--- config.mk ---
export PLATFORM = sky130hd
export DESIGN_NAME = alu_seq_param_flat
export DESIGN_NICKNAME = d
export VERILOG_FILES = /design/src/rtl/alu_seq_param_if.sv /design/src/rtl/alu_seq_param.sv /design/src/flat_wrapper.sv
export SDC_FILE = /design/constraint.sdc
export NUM_CORES = 1
export LEC_CHECK = 0
export CORE_MARGIN = 5
export CORE_UTILIZATION = 65
export CTS_CLUSTER_DIAMETER = 80
export DETAILED_ROUTE_END_ITERATION = 10
export PLACE_DENSITY = 0.91
export SKIP_CTS_REPAIR_TIMING = 1
export SYNTH_ARGS = -nofsm -noshare
export SYNTH_HDL_FRONTEND = slang
export SYNTH_SLANG_ARGS = --single-unit
--- constraint.sdc ---
create_clock -name CLK -period 12.6 [get_ports CLK]
set_clock_uncertainty 0.2 [all_clocks]
set_input_delay 2.52 -clock CLK [delete_from_list [all_inputs] [get_ports CLK]]
set_output_delay 2.52 -clock CLK [all_outputs]
set_load 0.1 [all_outputs]
--- src/rtl/alu_seq_param_if.sv ---
// rtl/alu_seq_param_if.sv - request/result bundle between sequencer, alu_seq_param and write-back
interface alu_seq_param_if #(
    parameter int WIDTH = 16,
    parameter int FUN_W = 4
);
    logic             IN_VALID;
    logic             IN_READY;
    logic [WIDTH-1:0] A;
    logic [WIDTH-1:0] B;
    logic [FUN_W-1:0] ALU_FUN;
    logic             OUT_VALID;
    logic [WIDTH-1:0] ALU_OUT;
    logic             Carry_Flag;
    logic             Arith_Flag;
    logic             Logic_Flag;
    logic             CMP_Flag;
    logic             Shift_Flag;
    logic             Div_Zero;

    modport master (
        output IN_VALID, A, B, ALU_FUN,
        input  IN_READY, OUT_VALID, ALU_OUT,
        input  Carry_Flag, Arith_Flag, Logic_Flag, CMP_Flag, Shift_Flag, Div_Zero
    );

    modport slave (
        input  IN_VALID, A, B, ALU_FUN,
        output IN_READY, OUT_VALID, ALU_OUT,
        output Carry_Flag, Arith_Flag, Logic_Flag, CMP_Flag, Shift_Flag, Div_Zero
    );
endinterface

--- src/rtl/alu_seq_param.sv ---
// rtl/alu_seq_param.sv - handshaked ALU, 1-cycle ops plus restoring divider when ALU_DIV_EN is defined
module alu_seq_param #(
    parameter int WIDTH = 16,
    parameter int FUN_W = 4
) (
    input  logic           CLK,
    input  logic           RST,
    alu_seq_param_if.slave bus
);
    localparam int CNT_W = $clog2(WIDTH + 1);

    localparam logic [FUN_W-1:0] OP_ADD  = FUN_W'(0);
    localparam logic [FUN_W-1:0] OP_SUB  = FUN_W'(1);
    localparam logic [FUN_W-1:0] OP_MUL  = FUN_W'(2);
    localparam logic [FUN_W-1:0] OP_DIV  = FUN_W'(3);
    localparam logic [FUN_W-1:0] OP_AND  = FUN_W'(4);
    localparam logic [FUN_W-1:0] OP_OR   = FUN_W'(5);
    localparam logic [FUN_W-1:0] OP_NAND = FUN_W'(6);
    localparam logic [FUN_W-1:0] OP_NOR  = FUN_W'(7);
    localparam logic [FUN_W-1:0] OP_XOR  = FUN_W'(8);
    localparam logic [FUN_W-1:0] OP_XNOR = FUN_W'(9);
    localparam logic [FUN_W-1:0] OP_EQ   = FUN_W'(10);
    localparam logic [FUN_W-1:0] OP_GT   = FUN_W'(11);
    localparam logic [FUN_W-1:0] OP_LT   = FUN_W'(12);
    localparam logic [FUN_W-1:0] OP_SHR  = FUN_W'(13);
    localparam logic [FUN_W-1:0] OP_SHL  = FUN_W'(14);

    // Class flag vector order: {arith, logic, cmp, shift}
    localparam logic [3:0] CLS_ARITH = 4'b1000;
    localparam logic [3:0] CLS_LOGIC = 4'b0100;
    localparam logic [3:0] CLS_CMP   = 4'b0010;
    localparam logic [3:0] CLS_SHIFT = 4'b0001;

`ifdef ALU_DIV_EN
    typedef enum logic [1:0] {S_INIT, S_IDLE, S_DIV} state_t;
`else
    typedef enum logic [1:0] {S_INIT, S_IDLE} state_t;
`endif

    state_t             state_q, state_d;
    logic               in_ready;
    logic               accept;
    logic               div_start;
    logic [WIDTH-1:0]   a_q, b_q;
    logic [FUN_W-1:0]   fun_q;
    logic               pend_q;

    logic [WIDTH:0]     sum, diff;
    logic [2*WIDTH-1:0] prod;
    logic [WIDTH-1:0]   res_d;
    logic               carry_d, dz_d;
    logic [3:0]         cls_d;

    logic               out_valid_q;
    logic [WIDTH-1:0]   out_q;
    logic               carry_q, dz_q;
    logic [3:0]         cls_q;

`ifdef ALU_DIV_EN
    logic [WIDTH-1:0]   quo_q, rem_q;
    logic [CNT_W-1:0]   cnt_q;
    logic [WIDTH:0]     trial;
`endif

    // S_INIT keeps IN_READY low until the first edge after reset release
    always_ff @(posedge CLK or negedge RST) begin
        if (!RST) state_q <= S_INIT;
        else      state_q <= state_d;
    end

    always_comb begin
        state_d  = state_q;
        in_ready = 1'b0;
        case (state_q)
            S_INIT: state_d = S_IDLE;
            S_IDLE: begin
                in_ready = 1'b1;
`ifdef ALU_DIV_EN
                if (div_start) state_d = S_DIV;
`endif
            end
`ifdef ALU_DIV_EN
            S_DIV: if (cnt_q == CNT_W'(WIDTH)) state_d = S_IDLE;
`endif
            default: state_d = S_INIT;
        endcase
    end

    assign accept = bus.IN_VALID & (state_q == S_IDLE);

`ifdef ALU_DIV_EN
    assign div_start = accept && (bus.ALU_FUN == OP_DIV) && (bus.B != '0);
`else
    assign div_start = 1'b0;
`endif

    always_comb begin
        sum     = {1'b0, a_q} + {1'b0, b_q};
        diff    = {1'b0, a_q} - {1'b0, b_q};
        prod    = {{WIDTH{1'b0}}, a_q} * {{WIDTH{1'b0}}, b_q};
        res_d   = '0;
        carry_d = 1'b0;
        cls_d   = 4'b0000;
        dz_d    = 1'b0;
        case (fun_q)
            OP_ADD:  begin res_d = sum[WIDTH-1:0];   carry_d = sum[WIDTH];              cls_d = CLS_ARITH; end
            OP_SUB:  begin res_d = diff[WIDTH-1:0];  carry_d = diff[WIDTH];             cls_d = CLS_ARITH; end
            OP_MUL:  begin res_d = prod[WIDTH-1:0];  carry_d = |prod[2*WIDTH-1:WIDTH];  cls_d = CLS_ARITH; end
            OP_DIV:  begin
                cls_d = CLS_ARITH;
`ifdef ALU_DIV_EN
                // Only zero divisors reach the single-cycle path
                res_d = '1;
                dz_d  = 1'b1;
`endif
            end
            OP_AND:  begin res_d = a_q & b_q;    cls_d = CLS_LOGIC; end
            OP_OR:   begin res_d = a_q | b_q;    cls_d = CLS_LOGIC; end
            OP_NAND: begin res_d = ~(a_q & b_q); cls_d = CLS_LOGIC; end
            OP_NOR:  begin res_d = ~(a_q | b_q); cls_d = CLS_LOGIC; end
            OP_XOR:  begin res_d = a_q ^ b_q;    cls_d = CLS_LOGIC; end
            OP_XNOR: begin res_d = ~(a_q ^ b_q); cls_d = CLS_LOGIC; end
            OP_EQ:   begin res_d = (a_q == b_q) ? WIDTH'(1) : '0; cls_d = CLS_CMP; end
            OP_GT:   begin res_d = (a_q > b_q)  ? WIDTH'(2) : '0; cls_d = CLS_CMP; end
            OP_LT:   begin res_d = (a_q < b_q)  ? WIDTH'(3) : '0; cls_d = CLS_CMP; end
            OP_SHR:  begin res_d = a_q >> 1; carry_d = a_q[0];       cls_d = CLS_SHIFT; end
            OP_SHL:  begin res_d = a_q << 1; carry_d = a_q[WIDTH-1]; cls_d = CLS_SHIFT; end
            default: ;
        endcase
    end

    always_ff @(posedge CLK or negedge RST) begin
        if (!RST) begin
            a_q         <= '0;
            b_q         <= '0;
            fun_q       <= '0;
            pend_q      <= 1'b0;
            out_valid_q <= 1'b0;
            out_q       <= '0;
            carry_q     <= 1'b0;
            cls_q       <= 4'b0000;
            dz_q        <= 1'b0;
        end else begin
            out_valid_q <= 1'b0;
            pend_q      <= accept & ~div_start;
            if (accept) begin
                a_q   <= bus.A;
                b_q   <= bus.B;
                fun_q <= bus.ALU_FUN;
            end
            if (pend_q) begin
                out_valid_q <= 1'b1;
                out_q       <= res_d;
                carry_q     <= carry_d;
                cls_q       <= cls_d;
                dz_q        <= dz_d;
            end
`ifdef ALU_DIV_EN
            if (state_q == S_DIV && cnt_q == CNT_W'(WIDTH)) begin
                out_valid_q <= 1'b1;
                out_q       <= quo_q;
                carry_q     <= 1'b0;
                cls_q       <= CLS_ARITH;
                dz_q        <= 1'b0;
            end
`endif
        end
    end

`ifdef ALU_DIV_EN
    // Restoring step: shift next dividend bit into the remainder, subtract divisor if it fits
    assign trial = {rem_q, quo_q[WIDTH-1]} - {1'b0, b_q};

    always_ff @(posedge CLK or negedge RST) begin
        if (!RST) begin
            quo_q <= '0;
            rem_q <= '0;
            cnt_q <= '0;
        end else if (div_start) begin
            quo_q <= bus.A;
            rem_q <= '0;
            cnt_q <= '0;
        end else if (state_q == S_DIV && cnt_q != CNT_W'(WIDTH)) begin
            cnt_q <= cnt_q + CNT_W'(1);
            if (!trial[WIDTH]) begin
                rem_q <= trial[WIDTH-1:0];
                quo_q <= {quo_q[WIDTH-2:0], 1'b1};
            end else begin
                rem_q <= {rem_q[WIDTH-2:0], quo_q[WIDTH-1]};
                quo_q <= {quo_q[WIDTH-2:0], 1'b0};
            end
        end
    end
`endif

    assign bus.IN_READY   = in_ready;
    assign bus.OUT_VALID  = out_valid_q;
    assign bus.ALU_OUT    = out_q;
    assign bus.Carry_Flag = carry_q;
    assign bus.Arith_Flag = cls_q[3];
    assign bus.Logic_Flag = cls_q[2];
    assign bus.CMP_Flag   = cls_q[1];
    assign bus.Shift_Flag = cls_q[0];
    assign bus.Div_Zero   = dz_q;
endmodule

--- src/flat_wrapper.sv ---
// flat-port wrapper written by rule: the top's interface ports become plain ports
module alu_seq_param_flat 
#(
    parameter int WIDTH = 16,
    parameter int FUN_W = 4
)
  (CLK, RST, bus_IN_VALID, bus_A, bus_B, bus_ALU_FUN, bus_IN_READY, bus_OUT_VALID, bus_ALU_OUT, bus_Carry_Flag, bus_Arith_Flag, bus_Logic_Flag, bus_CMP_Flag, bus_Shift_Flag, bus_Div_Zero);
  alu_seq_param_if #(.WIDTH(WIDTH), .FUN_W(FUN_W)) bus_i ();
  input  logic CLK;
  input  logic RST;
  input wire logic [$bits(bus_i.IN_VALID)-1:0] bus_IN_VALID;
  input wire logic [$bits(bus_i.A)-1:0] bus_A;
  input wire logic [$bits(bus_i.B)-1:0] bus_B;
  input wire logic [$bits(bus_i.ALU_FUN)-1:0] bus_ALU_FUN;
  output wire logic [$bits(bus_i.IN_READY)-1:0] bus_IN_READY;
  output wire logic [$bits(bus_i.OUT_VALID)-1:0] bus_OUT_VALID;
  output wire logic [$bits(bus_i.ALU_OUT)-1:0] bus_ALU_OUT;
  output wire logic [$bits(bus_i.Carry_Flag)-1:0] bus_Carry_Flag;
  output wire logic [$bits(bus_i.Arith_Flag)-1:0] bus_Arith_Flag;
  output wire logic [$bits(bus_i.Logic_Flag)-1:0] bus_Logic_Flag;
  output wire logic [$bits(bus_i.CMP_Flag)-1:0] bus_CMP_Flag;
  output wire logic [$bits(bus_i.Shift_Flag)-1:0] bus_Shift_Flag;
  output wire logic [$bits(bus_i.Div_Zero)-1:0] bus_Div_Zero;
  assign bus_i.IN_VALID = bus_IN_VALID;
  assign bus_i.A = bus_A;
  assign bus_i.B = bus_B;
  assign bus_i.ALU_FUN = bus_ALU_FUN;
  assign bus_IN_READY = bus_i.IN_READY;
  assign bus_OUT_VALID = bus_i.OUT_VALID;
  assign bus_ALU_OUT = bus_i.ALU_OUT;
  assign bus_Carry_Flag = bus_i.Carry_Flag;
  assign bus_Arith_Flag = bus_i.Arith_Flag;
  assign bus_Logic_Flag = bus_i.Logic_Flag;
  assign bus_CMP_Flag = bus_i.CMP_Flag;
  assign bus_Shift_Flag = bus_i.Shift_Flag;
  assign bus_Div_Zero = bus_i.Div_Zero;
  alu_seq_param #(.WIDTH(WIDTH), .FUN_W(FUN_W)) u_core (.CLK(CLK), .RST(RST), .bus(bus_i));
endmodule
==> impl_metrics.yaml, run 1 <==
final_layout:
  seqCellArea_sq_um: 1503
  drive_gt1_share_pct: 2.477
  utilization_pct: 70.94
  nFillCells: 1646
  multi_input_area_sq_um: 10610
  layout_common_cells: "260 x inv_1, 224 x nand2_1, 196 x fa_1, 186 x nor2_1, 152 x ha_1"
  num_antenna_cells: 0
  synthToLayoutAreaGrowth_pct: 6.778
  final_common_cell: "inv_1"
  stdcell_count: 1925
  final_nets: 2037
clocking:
  clockRootBuffer: "clkbuf_16"
  clock-sinks: 60
  cts_max_level: 3
  clk_latency_ps: 350
  clk_pin_slew_ps: 60
  cts_tree: "done"
  cts_buffers: 9
  clock_path_buffers: 2
place:
  place_inst: 1909
  gp_congestion: 1.041
  port_buffers: 61
  place_hpwl_mm: 33.84
min_path:
  hold_class: "reg2reg"
logic_synthesis:
  synth-edff-count: 0
  synth_flop_cell: "dfrtp_1"
  ys_ff_latch: 60
  yosys_warnings: 0
  syn-cell-area_sq_um: 13530
  syn_nets: 2056
  async_reset_ff_share_pct: 100.0
  syn_avg_cell_area_sq_um: 8.107
  synth_cell_types: 72
  synthCells: 1669
  yosysSeqAreaShare_pct: 11.10
setup_path:
  worstPathArrival_ps: 7500
  crit_path_end_kind: "flop"
  required_ps: 12610
  cp-start-kind: "flop"
  crit_type: "reg2reg"
  path_max_fanout: 12
sta:
  hold_violations: 0
  grt_setup_unrepaired: "no"
  slew_viol_final: 0
  period_share_pct: 59.48
  period_needed_ps: 7495
  fmax_ghz: 0.1334
  slew_headroom_pct: 19.34
  worstMarginPinSlew_ps: 1194
  setup_viol: 0
  setup-tns-final_ps: 0
run_status:
  status: "complete, no violations"
drt:
  routedWlPerCell_microns: 22.19
  viasPerCell: 6.458
  drt_iter0_markers: 1428
  drc: 0
  totalWireLength_mm: 42.72
  ant_nets: 0
  vias: 12430
  first_pass_iters: 7
die:
  die-height_microns: 154.3
  die_width_microns: 154.3
  initial_core_util_pct: 66.44
  core_area_sq_um: 20360
  io_pins: 63
  num_rows: 52
  die_area_sq_um: 23800
grt:
  grt_usage_pct: 35.67
  antenna_found_initial: 1
  grt_pass1_wl_mm: 66.76
  grt_overflow_total: 0
  grt_max_degree: 68
  grt_pass1_vias: 12270
job:
  drv_cap: 0
## cell usage after synthesis, types with 12 or more instances
cell | count | area, sq um
a21o_1 | 12 | 90.09
a21oi_1 | 76 | 380.4
a221oi_1 | 15 | 131.4
clkbuf_1 | 91 | 341.6
clkinv_1 | 16 | 60.06
dfrtp_1 | 60 | 1501
fa_1 | 196 | 3924
ha_1 | 152 | 1902
inv_1 | 261 | 979.7
nand2_1 | 224 | 840.8
nor2_1 | 186 | 698.2
nor3_1 | 19 | 95.09
o21ai_0 | 96 | 480.5
xnor2_1 | 37 | 324.1
xor2_1 | 13 | 113.9
## path summary, 6_finish.rpt
kind                                  startpoint               endpoint  slack, ps  cells after the start
setup / recovery                   u_core.a_q[3]  u_core.bus.Carry_Flag       5110                     22
hold reg to reg            u_core.bus.ALU_OUT[9]  u_core.bus.ALU_OUT[9]        290                      1
max in group asynchronous                    RST        u_core.fun_q[0]       9440                      2
min in group asynchronous                    RST  u_core.bus.ALU_OUT[5]       2150                      2
hold / removal             u_core.bus.ALU_OUT[9]  u_core.bus.ALU_OUT[9]        290                      1
setup reg to reg                   u_core.a_q[3]  u_core.bus.Carry_Flag       5110                     22
## state kept, by name, summed over array words and instances, names as in the netlist
signal,count
u_core.a_q,16
u_core.b_q,16
u_core.bus.ALU_OUT,16
u_core.cls_q,4
u_core.fun_q,4
u_core.bus.Carry_Flag,1
u_core.bus.OUT_VALID,1
u_core.pend_q,1
u_core.state_q,1
## per-stage QoR
stage / hold WS [ps] / cell area, sq um / setup slack [ps]
final: 286.4 / 14450 / 5105
after detailed placement: 280.0 / 14160 / 5230
after CTS: 296.1 / 14450 / 5242
after floorplan: 172.7 / 13530 / 5976
after global placement: 272.2 / 14160 / 5496
after global routing: 312.6 / 14450 / 4793
## cell type report
class	count	area share (%)
Clock inverter	7	0.4070
Inverter	277	7.197
Multi-Input combinational cell	1232	73.44
Timing Repair Buffer	70	4.659
Sequential cell	60	10.40
Tap cell	270	2.338
Clock buffer	9	1.559
## worst max-delay path, cell delays in order, from the launching register on
cell	delay, ps
dfrtp_1	770
clkinv_1	600
nor2_1	300
fa_1	210
inv_1	70
fa_1	420
fa_1	450
fa_1	500
inv_1	60
fa_1	530
inv_1	50
fa_1	470
inv_1	40
ha_1	370
a21oi_1	280
nor2_1	90
o41ai_1	440
o31a_1	320
xnor2_1	110
a2111oi_0	450
o2111ai_1	190
nor4_1	300
a41oi_1	140
## cell families (layout without fill, tap and decap cells)
family	Yosys count	after routing	synth area share, %
xor+xnor	50	50	3.237
compound gates	336	336	16.61
mux	7	7	0.5641
flops	60	60	11.10
fa+ha+maj	348	348	43.06
other cells	2	2	0.05550
buf+inv	377	363	10.52
simple gates	489	489	14.86
## per-layer routing
layer	vias up	share of wire (%)	track usage [%]
li1	5370	-	-
met1	5963	36	46.37
met2	895	44	54.49
met3	202	13	10.48
met4	2	6.5	18.12
met5	-	0.019	0
Power of run 1 is left out: the tool's default activity adds up to more than one toggle a clock period on the data nets, which glitch-free logic cannot reach.
==> run 2: changes to the inputs <==
Settings changed: CORE_UTILIZATION 65 to 58, PLACE_DENSITY 0.91 to 0.86.
Clock period 12.6 ns to 6.2 ns, I/O delays scaled along.
==> run 2 against run 1 <==
Net effect:
- the flow now finishes with violations (setup timing)
- largest cell class unchanged
- count of clock-buffer cells in the layout up 1
- sequential share of layout area down 1.3 points
- die area up 11%
==> impl_metrics.yaml, run 2 (same netlist as run 1, synthesis figures left out) <==
run_status:
  status: "finished, violations left"
  failed_checks: "setup timing"
place:
  place_inst: 2161
  gp_congestion: 1.015
  port_buffers: 61
  placed_cell_area_sq_um: 15870
  place_hpwl_mm: 37.60
clocking:
  clk_latency_ps: 350
  clockRootBuffer: "clkbuf_16"
  clk_pin_slew_ps: 60
  clock_path_buffers: 2
  cts_max_level: 3
  cts_tree: "done"
  cts_buffers: 9
  clock-sinks: 60
grt:
  grt_pass1_wl_mm: 71.29
  grt_overflow_total: 0
  grt_usage_pct: 34.59
  grt_max_degree: 68
  grt_pass1_vias: 13540
  antenna_found_initial: 0
final_layout:
  stdcell_count: 2189
  drive_gt1_share_pct: 18.76
  design_area_sq_um: 16650
  num_antenna_cells: 0
  final_nets: 2258
  layout_common_cells: "247 x inv_1, 222 x nand2_1, 222 x buf_4, 192 x fa_1, 178 x nor2_1"
  synthToLayoutAreaGrowth_pct: 23.05
  final_common_cell: "inv_1"
  nFillCells: 1672
sta:
  worstMarginPinSlew_ps: 1382
  hold_violations: 0
  slew_viol_final: 0
  slew_headroom_pct: 7.522
  grt_setup_unrepaired: "yes"
  period_share_pct: 103.2
  setup_viol: 1
  period_needed_ps: 6397
  fmax_ghz: 0.1563
  layout_setup_ws_ps: -197.0
die:
  die_width_microns: 162.7
  initial_core_util_pct: 59.40
  core_area_sq_um: 22780
  num_rows: 55
  die-height_microns: 162.7
  io_pins: 63
  die_area_sq_um: 26480
setup_path:
  required_ps: 6210
  crit_type: "reg2reg"
  crit_path_end_kind: "flop"
  worstPathArrival_ps: 6410
  cp-start-kind: "flop"
  path_max_fanout: 4
drt:
  ant_nets: 0
  totalWireLength_mm: 46.18
  drt_iter0_markers: 1638
  drc: 0
  first_pass_iters: 6
  vias: 13320
  viasPerCell: 6.083
  routedWlPerCell_microns: 21.10
job:
  drv_cap: 0
min_path:
  hold_class: "reg2reg"
[run 2: cell types whose count changed in the layout (fill, tap and decap cells not counted), sizes merged]
cell / previous run / this run
inv: 264 / 261
clkinv: 18 / 17
clkbuf: 9 / 10
buf: 10 / 231
bufinv: 0 / 3
[run 2: final cells by class]
class / instances / area, sq um / share of cell area (%)
Multi-Input combinational cell: 1232 / 10960 / 65.81
Timing Repair Buffer: 291 / 2380 / 14.29
Sequential cell: 60 / 1521 / 9.138
Inverter: 277 / 1049 / 6.297
Tap cell: 313 / 391.6 / 2.352
Clock buffer: 10 / 239.0 / 1.435
Clock inverter: 6 / 111.4 / 0.6688
[run 2: final timing paths]
kind                                        from                    end  slack (ps)  depth (start not counted)
max in group asynchronous                    RST          u_core.b_q[2]        4290                          2
min reg2reg                u_core.bus.ALU_OUT[0]  u_core.bus.ALU_OUT[0]         290                          1
max                                u_core.b_q[7]  u_core.bus.Carry_Flag        -200                         22
min                        u_core.bus.ALU_OUT[0]  u_core.bus.ALU_OUT[0]         290                          1
min in group asynchronous                    RST  u_core.bus.ALU_OUT[4]         870                          2
max reg2reg                        u_core.b_q[7]  u_core.bus.Carry_Flag        -200                         22
[run 2: per-stage QoR]
step	setup TNS (ps)	util (%)	hold slack, ps	setup slack (ps)
after floorplan	0	-	172.7	0.7141
after global placement	-392.3	69.68	273.9	-375.8
after detailed placement	-654.6	69.68	273.4	-509.6
after global routing	-513.8	73.10	305.5	-379.1
after CTS	-751.9	71.22	288.1	-519.7
final	-197.0	73.10	285.6	-197.0
[run 2: worst max-delay path, cell delays in order, from the launching register on]
cell and delay [ps]:
dfrtp_2 420, ha_4 150, inv_1 50, fa_1 550, inv_1 70, fa_1 500, inv_1 50, fa_1 480
fa_1 520, fa_1 430, fa_1 530, inv_1 70, ha_4 260, buf_4 150, and3_1 190, nor2b_1 140
a221oi_2 220, and2_4 210, o31ai_4 70, a211o_1 250, a221o_1 300, nor4_2 300, a41oi_1 140
[run 2: routing by layer]
layer / up-vias / GRT usage, % / part of all wire [%]
li1: 5795 / - / -
met1: 6443 / 44.45 / 36
met2: 884 / 55.38 / 46
met3: 194 / 7.618 / 11
met4: 0 / 17.31 / 6.2
met5: - / 0 / 0
Power of run 2 is left out for the same reason.
